File: src/rtl/ac_motor_vf_ramp_control.sv
// ac_motor_vf_ramp_control
// Run-state controller for the space-vector pipeline: ramps the electrical
// frequency toward a commanded target at a fixed rate, derives the voltage
// amplitude from a V/f law with low-speed boost, and gates the bridge.
// Ports:
//   clk, rst_n        clock, asynchronous active-low reset
//   start, stop       run request / ramp-down request (stop also acks a fault)
//   fault             hardware fault level, highest priority
//   target_freq[11:0] commanded frequency, used combinationally every cycle
//   frequency[11:0]   current electrical frequency (to sine-sector stage)
//   u_str[11:0]       voltage amplitude (to vector-time stage)
//   pwm_enable        gate-driver enable
//   at_speed          high in RUN
//   state[2:0]        IDLE=0, RAMP=1, RUN=2, STOP=3, FAULT=4
module ac_motor_vf_ramp_control #(
    parameter int unsigned RAMP_DIV = 1000,
    parameter int unsigned STEP     = 1,
    parameter int unsigned BOOST    = 256,
    parameter int unsigned VF_NUM   = 16
) (
    input  logic        clk,
    input  logic        rst_n,
    input  logic        start,
    input  logic        stop,
    input  logic        fault,
    input  logic [11:0] target_freq,
    output logic [11:0] frequency,
    output logic [11:0] u_str,
    output logic        pwm_enable,
    output logic        at_speed,
    output logic [2:0]  state
);

    localparam int unsigned FW    = 12;
    localparam int unsigned CNT_W = (RAMP_DIV > 1) ? $clog2(RAMP_DIV) : 1;

    localparam logic [2:0] S_IDLE  = 3'd0;
    localparam logic [2:0] S_RAMP  = 3'd1;
    localparam logic [2:0] S_RUN   = 3'd2;
    localparam logic [2:0] S_STOP  = 3'd3;
    localparam logic [2:0] S_FAULT = 3'd4;

    logic [2:0]       state_q, state_d;
    logic [FW-1:0]    freq_q, freq_d;
    logic [FW-1:0]    ustr_q, ustr_d;
    logic             pwm_q, pwm_d;
    logic             at_q, at_d;
    logic [CNT_W-1:0] cnt_q, cnt_d;
    logic             tick;
    logic [19:0]      vf_prod;
    logic [20:0]      vf_sum;

    // One STEP toward goal, landing exactly on goal when closer than STEP.
    function automatic logic [FW-1:0] step_toward(input logic [FW-1:0] cur,
                                                  input logic [FW-1:0] goal);
        logic [FW:0] diff;
        if (cur < goal) begin
            diff = (FW+1)'(goal) - (FW+1)'(cur);
            return (diff <= (FW+1)'(STEP)) ? goal : cur + FW'(STEP);
        end else if (cur > goal) begin
            diff = (FW+1)'(cur) - (FW+1)'(goal);
            return (diff <= (FW+1)'(STEP)) ? goal : cur - FW'(STEP);
        end
        return cur;
    endfunction

    assign tick = (cnt_q == CNT_W'(RAMP_DIV - 1));

    // V/f law on the registered frequency, so u_str lags frequency by one cycle.
    assign vf_prod = 20'(freq_q) * 20'(VF_NUM);
    assign vf_sum  = 21'(BOOST) + 21'(vf_prod >> 4);

    // Next-state and output decode.
    always_comb begin
        state_d = state_q;
        freq_d  = freq_q;
        cnt_d   = cnt_q;

        if (fault) begin
            state_d = S_FAULT;
            freq_d  = '0;
            cnt_d   = '0;
        end else begin
            case (state_q)
                S_IDLE: begin
                    if (start && !stop) begin
                        state_d = S_RAMP;
                        cnt_d   = '0;
                    end
                end
                S_RAMP: begin
                    if (stop)                        state_d = S_STOP;
                    else if (freq_q == target_freq)  state_d = S_RUN;
                end
                S_RUN: begin
                    if (stop) begin
                        state_d = S_STOP;
                        cnt_d   = '0;
                    end else if (freq_q != target_freq) begin
                        state_d = S_RAMP;
                        cnt_d   = '0;
                    end
                end
                S_STOP: begin
                    if (start && !stop)      state_d = S_RAMP;
                    else if (freq_q == '0)   state_d = S_IDLE;
                end
                S_FAULT: begin
                    freq_d = '0;
                    if (stop) state_d = S_IDLE;
                end
                default: begin
                    state_d = S_IDLE;
                    freq_d  = '0;
                end
            endcase

            // Tick phase carries across RAMP<->STOP; the step follows the new direction.
            if ((state_q == S_RAMP || state_q == S_STOP) &&
                (state_d == S_RAMP || state_d == S_STOP)) begin
                cnt_d = tick ? '0 : cnt_q + CNT_W'(1);
                if (tick)
                    freq_d = step_toward(freq_q, (state_d == S_RAMP) ? target_freq : '0);
            end
        end

        pwm_d  = (state_d == S_RAMP) || (state_d == S_RUN) || (state_d == S_STOP);
        at_d   = (state_d == S_RUN);
        ustr_d = '0;
        if (pwm_d)
            ustr_d = (vf_sum > 21'd4095) ? 12'hFFF : vf_sum[FW-1:0];
    end

    // State and output registers.
    always_ff @(posedge clk or negedge rst_n) begin
        if (!rst_n) begin
            state_q <= S_IDLE;
            freq_q  <= '0;
            ustr_q  <= '0;
            pwm_q   <= 1'b0;
            at_q    <= 1'b0;
            cnt_q   <= '0;
        end else begin
            state_q <= state_d;
            freq_q  <= freq_d;
            ustr_q  <= ustr_d;
            pwm_q   <= pwm_d;
            at_q    <= at_d;
            cnt_q   <= cnt_d;
        end
    end

    assign frequency  = freq_q;
    assign u_str      = ustr_q;
    assign pwm_enable = pwm_q;
    assign at_speed   = at_q;
    assign state      = state_q;

endmodule
File: config.mk
export PLATFORM = sky130hd
export DESIGN_NAME = ac_motor_vf_ramp_control
export DESIGN_NICKNAME = d
export VERILOG_FILES = /design/src/rtl/ac_motor_vf_ramp_control.sv
export SDC_FILE = /design/constraint.sdc
export NUM_CORES = 1
export LEC_CHECK = 0
export ABC_AREA = 1
export BUFFER_PORTS_ARGS = -buffer_cell sky130_fd_sc_hd__buf_4
export CORE_UTILIZATION = 35
export CTS_BUF_LIST = sky130_fd_sc_hd__clkbuf_8
export DETAILED_ROUTE_END_ITERATION = 10
export PLACE_DENSITY_LB_ADDON = 0.12
export SLEW_MARGIN = 40
export SYNTH_ARGS = -nofsm -noshare
export SYNTH_HDL_FRONTEND = slang
export SYNTH_SLANG_ARGS = --single-unit
File: constraint.sdc
create_clock -name clk -period 12.6 [get_ports clk]
set_input_delay 0 -clock clk [delete_from_list [all_inputs] [get_ports clk]]
set_output_delay 0 -clock clk [all_outputs]
set_load 0.05 [all_outputs]
==> Word-level counts from Yosys, hierarchy flattened <==
Index checks and enable logic that the tools add are counted.
{ "totals": {"register_bits": 39} }
{ "classes": {"n_addsub": 6, "n_lt_le_gt_ge": 5, "n_eq_ne": 15, "n_mux": 35, "reduce_logical": 12} }
{ "op_table": {"columns": ["op", "n"], "rows": [
  ["$mux 12", 12],
  ["$mux 10", 6],
  ["$mux 3", 10],
  ["$le 13x1->1 const B", 2],
  ["$sub 12x12->13", 2],
  ["$pmux 10 s2", 1],
  ["$eq 3x2->1 const B", 5],
  ["$pmux 3 s5", 1],
  ["$add 9x12->13 const A", 1],
  ["$gt 13x12->1 const B", 1],
  ["$add 12x1->12 const B", 1],
  ["$eq 12x12->1", 1],
  ["$gt 12x12->1", 1],
  ["$logic_not 12->1", 1],
  ["$lt 12x12->1", 1],
  ["$ne 12x12->1", 1],
  ["$sub 12x1->12 const B", 1],
  ["$add 10x1->10 const B", 1],
  ["$eq 10x10->1 const B", 1],
  ["$eq 3x1->1 const B", 3],
  ["$mux 1", 5],
  ["$ne 5x5->1 const B", 1],
  ["$logic_or 1x1->1", 4],
  ["$ne 4x3->1 const B", 1],
  ["other kinds (8)", 9]
]} }

==> Logic depth before layout (Yosys ltp) <==
Gate-level depths: netlist (run 1).
{ "logic_depth": {"depth_word": 17, "depth_mapped": 37} }

==> Worst setup path before layout (run 1) <==
Ideal clock, no wire load.
{ "synth_timing": {"kind": "register to register", "startpoint": "reg freq_q[1], in the netlist frequency[1]", "endpoint": "reg freq_q[4], in the netlist frequency[4]", "setup_ns": 0.117, "t_arrival_ns": 4.327, "slack_ns": 8.157, "stages_incl_launch_ff": 31, "path_cell_list": "dfrtp_1 -> inv_2 -> ha_1 -> nand4_4 -> nor2_4 -> nand2_2 -> nand2_1 -> nor2_1 -> a21oi_4 -> nand2_1 -> nor2_1 -> ha_1 -> fa_1 -> nor2_2 -> a211oi_4 -> o21ai_2 -> nand2_1 -> nand2_1 -> xor2_1 -> nand3b_1 -> nor3_4 -> nand2_2 -> buf_6 -> nand2_1 -> nand3_1 -> nand2_1 -> inv_2 -> nand2_1 -> nand2_1 -> nand2_1 -> nand2_1"} }
{ "synth_via": {"elab_chain_len": 16} }
{ "synth_rtl": {"columns": ["item", "line_no", "text"], "rows": [
  ["start: declaration", "44", "logic [FW-1:0] freq_q, freq_d;"],
  ["start signal: assignment", "145", "freq_q <= freq_d;"],
  ["$ne 12x12->1 (tied with other cells)", "99", "end else if (freq_q != target_freq) begin"],
  ["$mux 3, on equally long branches", "99, 106, 93", null],
  ["$mux 3, on equally long branches", "96, 105, 92", null],
  ["$pmux 3 s5", "84", "case (state_q)"],
  ["$mux 3", "79", "if (fault) begin"],
  ["$eq 3x1->1", "120, 123", null],
  ["$mux 12", "123", "freq_d = step_toward(freq_q, (state_d == S_RAMP) ? target_freq : '0);"],
  ["$sub 12x12->13", "61", "diff = (FW+1)'(cur) - (FW+1)'(goal);"],
  ["$le 13x1->1", "62", "return (diff <= (FW+1)'(STEP)) ? goal : cur - FW'(STEP);"],
  ["$mux 12", "62", null],
  ["$mux 12", "60", "end else if (cur > goal) begin"],
  ["$mux 12", "57", "if (cur < goal) begin"],
  ["$mux 12", "64", "return cur;"],
  ["$mux 12", "122", "if (tick)"],
  ["$mux 12", "119", "if ((state_q == S_RAMP || state_q == S_STOP) &&"],
  ["$mux 12", "79", null]
]} }
Parallel ways exist; a longest one is shown, timed or not. The select of a mux whose other input is x is not followed.
A chain may end at the register's enable or synchronous reset.

==> Worst setup path after layout (run 1) <==
{ "layout_timing": {"startpoint": "reg freq_q[1], in the netlist frequency[1]", "endpoint": "reg freq_q[11], in the netlist frequency[11]"} }
Same word-level chain as after synthesis.

==> run summary, run 1 <==
Status: finished clean
Worst Path Required: 12.79 ns
Combinational power share: 34.5%
TritonCTS Sinks: 39
Part of the cycle the worst path needs: 42.9%
Antenna viol nets, final: 0
Number of global-route vias before repair: 4,535
Crit path largest cell delay: 0.59 ns
Hold Path Class: input port to register
PD cells: 64.8 mW/mm^2
Drt pass-1 iters: 5
Reg-to-reg endpoint: frequency[11]
RSZ-0062 raised after global routing: false
Gpl congestion: 0.915
Post-DP HPWL: 11,400 um
Top delay family on crit path: simple AND/OR/NAND/NOR gates
DRC viols: 0
First DRT Iteration DRCs: 384
First-pass GRT wire length: 23,800 um
Pin count of the biggest net entering global routing: 40
CP arrival: 5.60 ns
Num rows: 41
Final Skew: 0.00727 ns
Actual slew at the worst max-slew pin: 0.780 ns
Critical path's slowest cell: inv_1
CTS tree: done
Worst-path maximum fanout: 14
Distinct cells, synth: 48
Syn_area_per_cell: 6.18 um^2
Worst setup path class: register to register
Psw: 0.125 mW
Flop pwr share: 37.6%
RR Startpoint: frequency[1]
Root Driver: clkbuf_8
Number of cells on the critical path: 25
Clk_lat worst skew: 0.30 ns
TNS Setup: 0 ns
Async set-or-reset flop fraction in the synthesized netlist: 100%
Die height: 118 um
CP Launch Type: register
Leakage: 2.98 nW
Slew headroom: 47.8%
CP dominant cell by count: nand2_1
Max-cap violations: 0
Register-to-register setup slack: 7.19 ns
Port buffer count: 45
Final WL: 14,300 um
Worst-path clk slew: 0.08 ns
Ant. Diodes: 0
Post-synth net total: 805
WL/cell: 14.9 um
Final setup vio count: 0
Htree depth: 2
Total track usage: 21.4%
Via count: 4,749
End point of the critical path: frequency[11]
P_int: 0.211 mW
Fraction of layout cells with a size suffix above 1: 13.5%
Register-to-Register Path Depth: 25
P&R area growth vs syn: 10.9%
I/O pin count: 46
Die ar.: 0.0138 mm^2
Crit. End Element: register
Register bit count reported by yosys: 39
Synthesized cell area: 0.00467 mm^2
Routed vias/inst: 4.96
Die X: 118 um
GRT overflow: 0
F_max: 185 MHz
Core Region: 0.0128 mm^2
Post-synth EDFFs: 0
Initial antenna violation count: 0
Final non-filler cell total: 958
Cells after Synth: 756
Placed insts: 948
Final max-slew violation count: 0
Yosys warnings: 0
Most used DFF post-synth: dfrtp_1
Longest Clk Path Bufs: 2
Sw Share: 37.2%
VDD IR max: 51.3 uV
Tmin final: 5.41 ns
Clock Power Share: 27.8%
Initial Utilization: 36.4%
Register area share after synthesis: 20.9%
CP Launch Point: frequency[1]
Final Hold Fails: 0
Nets: 834
Sum of buffers and inverters on the critical path: 2
CTS buffer count: 5
-- tightest hold or removal path, stage by stage --
cell and delay, ns:
buf_4 0.08, nor3_1 0.04, or2_2 0.26
-- placed cells by master (no fill, tap or decap), drive strengths merged --
| master | netlist | routed |
|---|---|---|
| dfrtp | 39 | 39 |
| xnor2 | 5 | 5 |
| nand3 | 61 | 61 |
| a32o | 1 | 1 |
| inv | 116 | 117 |
| nand4 | 9 | 9 |
| or2 | 2 | 2 |
| o21a | 1 | 1 |
| a21oi | 40 | 40 |
| fa | 2 | 2 |
| o41ai | 2 | 2 |
| o21bai | 1 | 1 |
| nand3b | 3 | 3 |
| nor4 | 4 | 4 |
| clkbuf | 9 | 7 |
| nand2 | 263 | 263 |
| a21o | 1 | 1 |
| a2111oi | 1 | 1 |
| a31oi | 4 | 4 |
| xor2 | 30 | 30 |
| ha | 30 | 30 |
| a41oi | 1 | 1 |
| buf | 16 | 45 |
| nor3 | 10 | 10 |
| o22ai | 1 | 1 |
| o31ai | 1 | 1 |
| clkinv | 1 | 1 |
| o21ai | 16 | 16 |
| nor2 | 84 | 84 |
| dlygate4sd3 | 0 | 2 |
| a211oi | 1 | 1 |
| a22oi | 1 | 1 |
-- how the worst min path moves through the flow --
stage	slack, ns	endpoint	startpoint	depth (start not counted)
CTS	0.12	state[2]	stop	3
global placement	0.01	u_str[8]	rst_n	1
floorplan	-0.30	at_speed	rst_n	0
detailed placement	0.01	u_str[8]	rst_n	1
global route	0.14	state[2]	stop	3
finish	0.13	state[2]	stop	3
-- cell type report --
class | instances | area [um^2]
well taps | 172 | 215
clock inverters | 1 | 3.75
fillers | 1449 | 7640
repair buffers | 47 | 358
inverters | 117 | 444
multi-input cells | 575 | 3090
flip-flops and latches | 39 | 976
clock buffers | 7 | 96.3
-- power groups by stage --
stage | sequential [mW] | clock, mW | combinational (mW)
6_report | 0.126 | 0.0934 | 0.116
3_3_place_gp | 0.129 | 0 | 0.114
3_5_place_dp | 0.129 | 0 | 0.115
2_1_floorplan | 0.131 | 0 | 0.0833
4_1_cts | 0.126 | 0.0989 | 0.116
5_1_grt | 0.126 | 0.103 | 0.129
-- synth_stat cells, types with 7 or more instances --
cell        n  area [um^2]
a21oi_1    37          185
inv_2      11         41.3
dfrtp_1    39          976
clkbuf_1    9         33.8
nor3_1      9         45.0
nor2_1     76          285
xor2_1     30          263
buf_6       7         78.8
nand4_1     7         43.8
o21ai_0    12         60.1
ha_1       30          375
nand3_1    57          285
nand2_1   248          931
nand2_2    15         93.8
inv_1     103          387
-- per-stage QoR --
stage | cell area [um^2] | total power, mW | setup slack (ns) | hold WS (ns) | utilization, %
2_1_floorplan | 4670 | 0.214 | 8.16 | -0.296 | -
6_report | 5180 | 0.336 | 7.19 | 0.133 | 40.4
4_1_cts | 5180 | 0.341 | 7.19 | 0.117 | 40.4
3_3_place_gp | 5060 | 0.243 | 7.38 | 0.0118 | 39.5
5_1_grt | 5180 | 0.359 | 6.61 | 0.136 | 40.4
3_5_place_dp | 5060 | 0.244 | 7.21 | 0.0109 | 39.5
-- metal layers --
| layer | up-vias | track usage (%) | share of wire, % |
|---|---|---|---|
| met1 | 2194 | 31.8 | 49 |
| li1 | 2403 | - | - |
| met2 | 132 | 32.7 | 43 |
| met3 | 20 | 2.03 | 5.3 |
| met4 | 0 | 5.85 | 2.0 |
| met5 | - | 0 | 0 |
-- kinds of logic after synthesis --
| group | synth area share, % |
|---|---|
| AND/OR/NAND/NOR | 41.1 |
| AO/OA/AOI/OAI | 9.53 |
| XOR/XNOR | 6.56 |
| flip-flops | 20.9 |
| adder cells (fa/ha/maj) | 8.89 |
| buffers and inverters | 13.1 |
-- state kept, by name, summed over array words and instances (netlist names) --
signal / count
frequency: 12
u_str: 12
cnt_q: 10
state: 3
at_speed: 1
pwm_enable: 1
-- timing repair --
item                       4_1_cts  5_1_grt
buffers inserted                 0        0
setup endpoints to repair        0        0
gates resized for setup          0        0
hold buffers                     2        0
hold endpoints to repair        43        0
Power figures use the tool's default switching activity.
==> inputs of run 2 (changes only) <==
==> constraint.sdc (replaced) <==
create_clock -name clk -period 5.1 [get_ports clk]
set_input_delay 0 -clock clk [delete_from_list [all_inputs] [get_ports clk]]
set_output_delay 0 -clock clk [all_outputs]
set_load 0.05 [all_outputs]
==> run 2 against run 1 <==
  * First-iteration DRC count is 13% lower
  * Wire length is 1.4% higher
  * Via count grew 0.21%
  * Fmax is 18% higher
  * Global-route usage hardly changed
  * Flip-flop and latch count is the same
  * Power grew to 2.6 times the previous value
  * Sequential power grew 150%
  * Sequential share of layout area down 0.49 points
  * Critical endpoint is now frequency[10]
  * Largest power group unchanged
==> run summary, run 2 (synthesis gave the netlist of run 1 again) <==
Commonest non-fill, non-tap cell in the layout: nand2_1
Fraction of layout cells with a size suffix above 1: 15.6%
Ant. Diodes: 0
Pin count of the biggest net entering global routing: 40
Most frequent cells in the layout: nand2_1, inv_1, nor2_1, buf_4, nand3_1
Worst Path Required: 5.30 ns
Root Driver: clkbuf_8
Via count: 4,759
Sw Share: 36.5%
Number of global-route vias before repair: 4,604
Port buffer count: 45
P&R area growth vs syn: 14.1%
Actual slew at the worst max-slew pin: 0.773 ns
RSZ-0062 raised after global routing: false
Post-DP HPWL: 11,700 um
Clk_lat worst skew: 0.31 ns
First DRT Iteration DRCs: 335
CP dominant cell by count: nand2_1
CTS tree: done
Final Skew: 0.00551 ns
DRC viols: 0
Worst setup path class: register to register
GRT overflow: 0
Die ar.: 0.0138 mm^2
VDD IR max: 145 uV
Part of the cycle the worst path needs: 90.1%
CP Launch Type: register
Final Hold Fails: 0
Status: finished clean
Core Region: 0.0128 mm^2
Crit. End Element: register
TNS Setup: 0 ns
Psw: 0.324 mW
Routed vias/inst: 4.90
Worst-path clk slew: 0.08 ns
Total track usage: 21.4%
Drt pass-1 iters: 5
Worst-path maximum fanout: 18
Combinational power share: 32.8%
Htree depth: 2
Slew headroom: 48.2%
Final WL: 14,500 um
Initial antenna violation count: 0
Fin util: 41.6%
F_max: 218 MHz
Initial Utilization: 36.4%
WL/cell: 14.9 um
CTS buffer count: 5
Crit path largest cell delay: 0.47 ns
Final max-slew violation count: 0
Tmin final: 4.59 ns
Clock Power Share: 32.1%
Leakage: 3.07 nW
PD cells: 166 mW/mm^2
TritonCTS Sinks: 39
Flop pwr share: 35.2%
Antenna viol nets, final: 0
Hold Path Class: input port to register
First-pass GRT wire length: 23,800 um
Nets: 848
Critical path's slowest cell: dfrtp_1
Longest Clk Path Bufs: 2
Gpl congestion: 0.914
CP arrival: 4.80 ns
Final setup vio count: 0
Die height: 118 um
P_int: 0.564 mW
Die X: 118 um
Post-CTS Setup Repair Bufs: 0
Num rows: 41
Max-cap violations: 0
I/O pin count: 46
[run 2: changes by cell type in the layout (fill, tap and decap cells not counted), sizes merged]
cell and delta:
buf +14, bufinv +1, clkbuf -1
[run 2: worst max-delay path: cells and delay by family, from the launching register on]
family	cells	cell delay, ns
AO/OA/AOI/OAI	4	0.73
XOR/XNOR	1	0.17
adder cells (fa/ha/maj)	2	0.60
flip-flops	1	0.47
AND/OR/NAND/NOR	20	2.21
buffers and inverters	3	0.31
[run 2: per-layer routing]
layer  share of wire, %  track usage (%)
met4                1.6             5.85
met1                 51             31.0
met5                  0                0
met3                4.8             2.81
met2                 43             33.0
[run 2: power groups by stage]
stage / combinational, mW / sequential [mW] / clock [mW]
3_3_place_gp: 0.282 / 0.318 / 0
3_5_place_dp: 0.283 / 0.318 / 0
2_1_floorplan: 0.206 / 0.323 / 0
5_1_grt: 0.323 / 0.312 / 0.303
4_1_cts: 0.285 / 0.312 / 0.291
6_report: 0.291 / 0.312 / 0.285
[run 2: repair_timing]
action | in CTS | in global routing
resized for setup | 0 | 7
hold buffers | 2 | 0
setup endpoints to repair | 0 | 12
endpoints found under the hold margin | 43 | 0
[run 2: worst paths after layout]
| check | slack [ns] | end | cells after the start | start |
|---|---|---|---|---|
| setup / recovery | 0.51 | frequency[10] | 30 | frequency[0] |
| hold / removal | 0.14 | state[2] | 3 | stop |
| setup reg to reg | 0.51 | frequency[10] | 30 | frequency[0] |
| hold reg to reg | 0.52 | cnt_q[7] | 1 | cnt_q[7] |
| max in group asynchronous | 4.50 | frequency[2] | 2 | rst_n |
| min in group asynchronous | 0.21 | frequency[10] | 2 | rst_n |
[run 2: final cells by class]
class | instances | area (um^2)
Fill cell | 1422 | 7490
Inverter | 117 | 444
Clock buffer | 6 | 82.6
Timing Repair Buffer | 61 | 463
Sequential cell | 39 | 978
Clock inverter | 2 | 38.8
Multi-Input combinational cell | 575 | 3110
Tap cell | 172 | 215
[run 2: per-stage QoR]
step | power, mW | cells | hold slack [ns] | instance area (um^2) | worst slack [ns]
3_3_place_gp | 0.600 | 962 | 0.0103 | 5160 | 0.330
2_1_floorplan | 0.529 | 756 | -0.296 | 4670 | 0.657
5_1_grt | 0.939 | 972 | 0.153 | 5340 | 0.0554
4_1_cts | 0.889 | 972 | 0.128 | 5310 | 0.216
6_report | 0.888 | 972 | 0.136 | 5340 | 0.505
3_5_place_dp | 0.601 | 962 | 0.0104 | 5170 | 0.259
==> inputs of run 3 (changes only) <==
--- a/config.mk
+++ b/config.mk
@@ -10,6 +10,7 @@
 export CORE_UTILIZATION = 35
 export CTS_BUF_LIST = sky130_fd_sc_hd__clkbuf_8
 export DETAILED_ROUTE_END_ITERATION = 10
+export GPL_TIMING_DRIVEN = 0
 export PLACE_DENSITY_LB_ADDON = 0.12
 export SLEW_MARGIN = 40
 export SYNTH_ARGS = -nofsm -noshare
==> run 3 against run 2 <==
  * Clock-buffer cell count fell by 1
  * Cell area rose by 3.1%
  * Register-to-register slack got worse by 0.19 ns
  * Non-clock buffer count rose by 20
  * Critical path depth did not move
  * Fmax fell by 4.0%
  * Setup slack got worse by 0.19 ns
  * Highest routed layer unchanged
==> run summary, run 3 (synthesis gave the netlist of run 1 again) <==
Status: finished clean
Final setup vio count: 0
Drt pass-1 iters: 7
WHS: 0.110 ns
P&R area growth vs syn: 17.7%
Crit path largest cell delay: 0.49 ns
TritonCTS Sinks: 39
Commonest non-fill, non-tap cell in the layout: nand2_1
Final WL: 15,000 um
Final max-slew violation count: 0
Gpl congestion: 0.897
Clk_lat worst skew: 0.32 ns
F_max: 209 MHz
First-pass GRT wire length: 24,500 um
Tot Pwr: 0.939 mW
CP arrival: 4.98 ns
Number of global-route vias before repair: 4,694
Num rows: 41
Slew headroom: 50.5%
Register-to-Register Path Depth: 30
Die ar.: 0.0138 mm^2
Worst Path Required: 5.30 ns
Port buffer count: 45
PD cells: 171 mW/mm^2
Post-DP HPWL: 11,800 um
Crit. End Element: register
Antenna viol nets, final: 0
Critical path's slowest cell: dfrtp_2
Routed vias/inst: 4.87
Longest Clk Path Bufs: 2
CTS buffer count: 5
GRT overflow: 0
CP dominant cell by count: nand2_1
Hold Path Class: input port to register
Final Hold Fails: 0
Worst-path maximum fanout: 10
First DRT Iteration DRCs: 340
Pin count of the biggest net entering global routing: 40
CTS tree: done
RR Startpoint: frequency[0]
Worst-path clk slew: 0.09 ns
CP Launch Type: register
Hold Startpoint: stop
Via count: 4,830
Htree depth: 2
I/O pin count: 46
Part of the cycle the worst path needs: 93.9%
Initial Utilization: 36.4%
Reg-to-reg endpoint: frequency[6]
Most frequent cells in the layout: nand2_1, inv_1, nor2_1, buf_4, nand3_1
Ant. Diodes: 0
Nets: 868
Root Driver: clkbuf_8
Worst setup path class: register to register
Max-cap violations: 0
Leakage: 3.14 nW
VDD IR max: 102 uV
Total track usage: 22.4%
Initial antenna violation count: 0
DRC viols: 0
WHS Path Cells: 3
Die X: 118 um
WL/cell: 15.2 um
Register-to-register setup slack: 0.31 ns
Hold EP: state[2]
Die height: 118 um
Actual slew at the worst max-slew pin: 0.742 ns
Fraction of layout cells with a size suffix above 1: 17.1%
Final Skew: 0.0183 ns
Tmin final: 4.79 ns
Core Region: 0.0128 mm^2
RSZ-0062 raised after global routing: false
## run 3: worst max-delay path: cells and delay by family (launching register included)
family                   cells  cell delay, ns
AO/OA/AOI/OAI                3            0.65
buffers and inverters        6            0.73
adder cells (fa/ha/maj)      2            0.55
AND/OR/NAND/NOR             19            2.22
flip-flops                   1            0.49
## run 3: report_power, final
group / switching (mW) / internal (mW) / total [mW]
Sequential: 0.00152 / 0.310 / 0.312
Combinational: 0.211 / 0.100 / 0.311
Clock: 0.123 / 0.194 / 0.316
## run 3: how the worst max path moves through the flow
stage | start | to | slack [ns] | cells past startpoint
5_1_grt | frequency[8] | frequency[4] | 0.009 | 34
3_5_place_dp | frequency[1] | frequency[6] | -0.46 | 30
4_1_cts | frequency[0] | frequency[6] | 0.03 | 33
6_report | frequency[0] | frequency[6] | 0.31 | 30
2_1_floorplan | frequency[1] | frequency[4] | 0.66 | 30
3_3_place_gp | frequency[1] | frequency[6] | -0.39 | 30
## run 3: area by class of cell
type	instances	area (um^2)
Clock inverter	3	63.8
Sequential cell	39	981
Tap cell	172	215
Buffer	25	168
Fill cell	1410	7320
Clock buffer	5	68.8
Inverter	117	452
Multi-Input combinational cell	575	3130
Timing Repair Buffer	56	425
## run 3: through the flow
step	instance area (um^2)	utilization [%]	worst slack, ns	cells	setup TNS (ns)
3_3_place_gp	5230	40.8	-0.389	973	-3.92
4_1_cts	5400	42.1	0.0281	983	0
6_report	5500	42.9	0.314	992	0
3_5_place_dp	5230	40.8	-0.464	973	-4.90
2_1_floorplan	4670	-	0.657	756	0
5_1_grt	5500	42.9	0.00938	992	0
## run 3: layer usage
metal / track usage, % / vias to the layer above / wire [um]
li1: - / 2475 / -
met1: 30.8 / 2225 / 7240
met2: 37.0 / 109 / 6850
met3: 2.96 / 21 / 686
met4: 5.45 / 0 / 270
met5: 0 / - / 0
## run 3: repair_timing
item	CTS	global route
endpoints found under the hold margin	43	0
pin swaps	0	2
buffers inserted	0	9
hold buffers	2	0
resized for setup	6	11
setup endpoints to repair	12	12
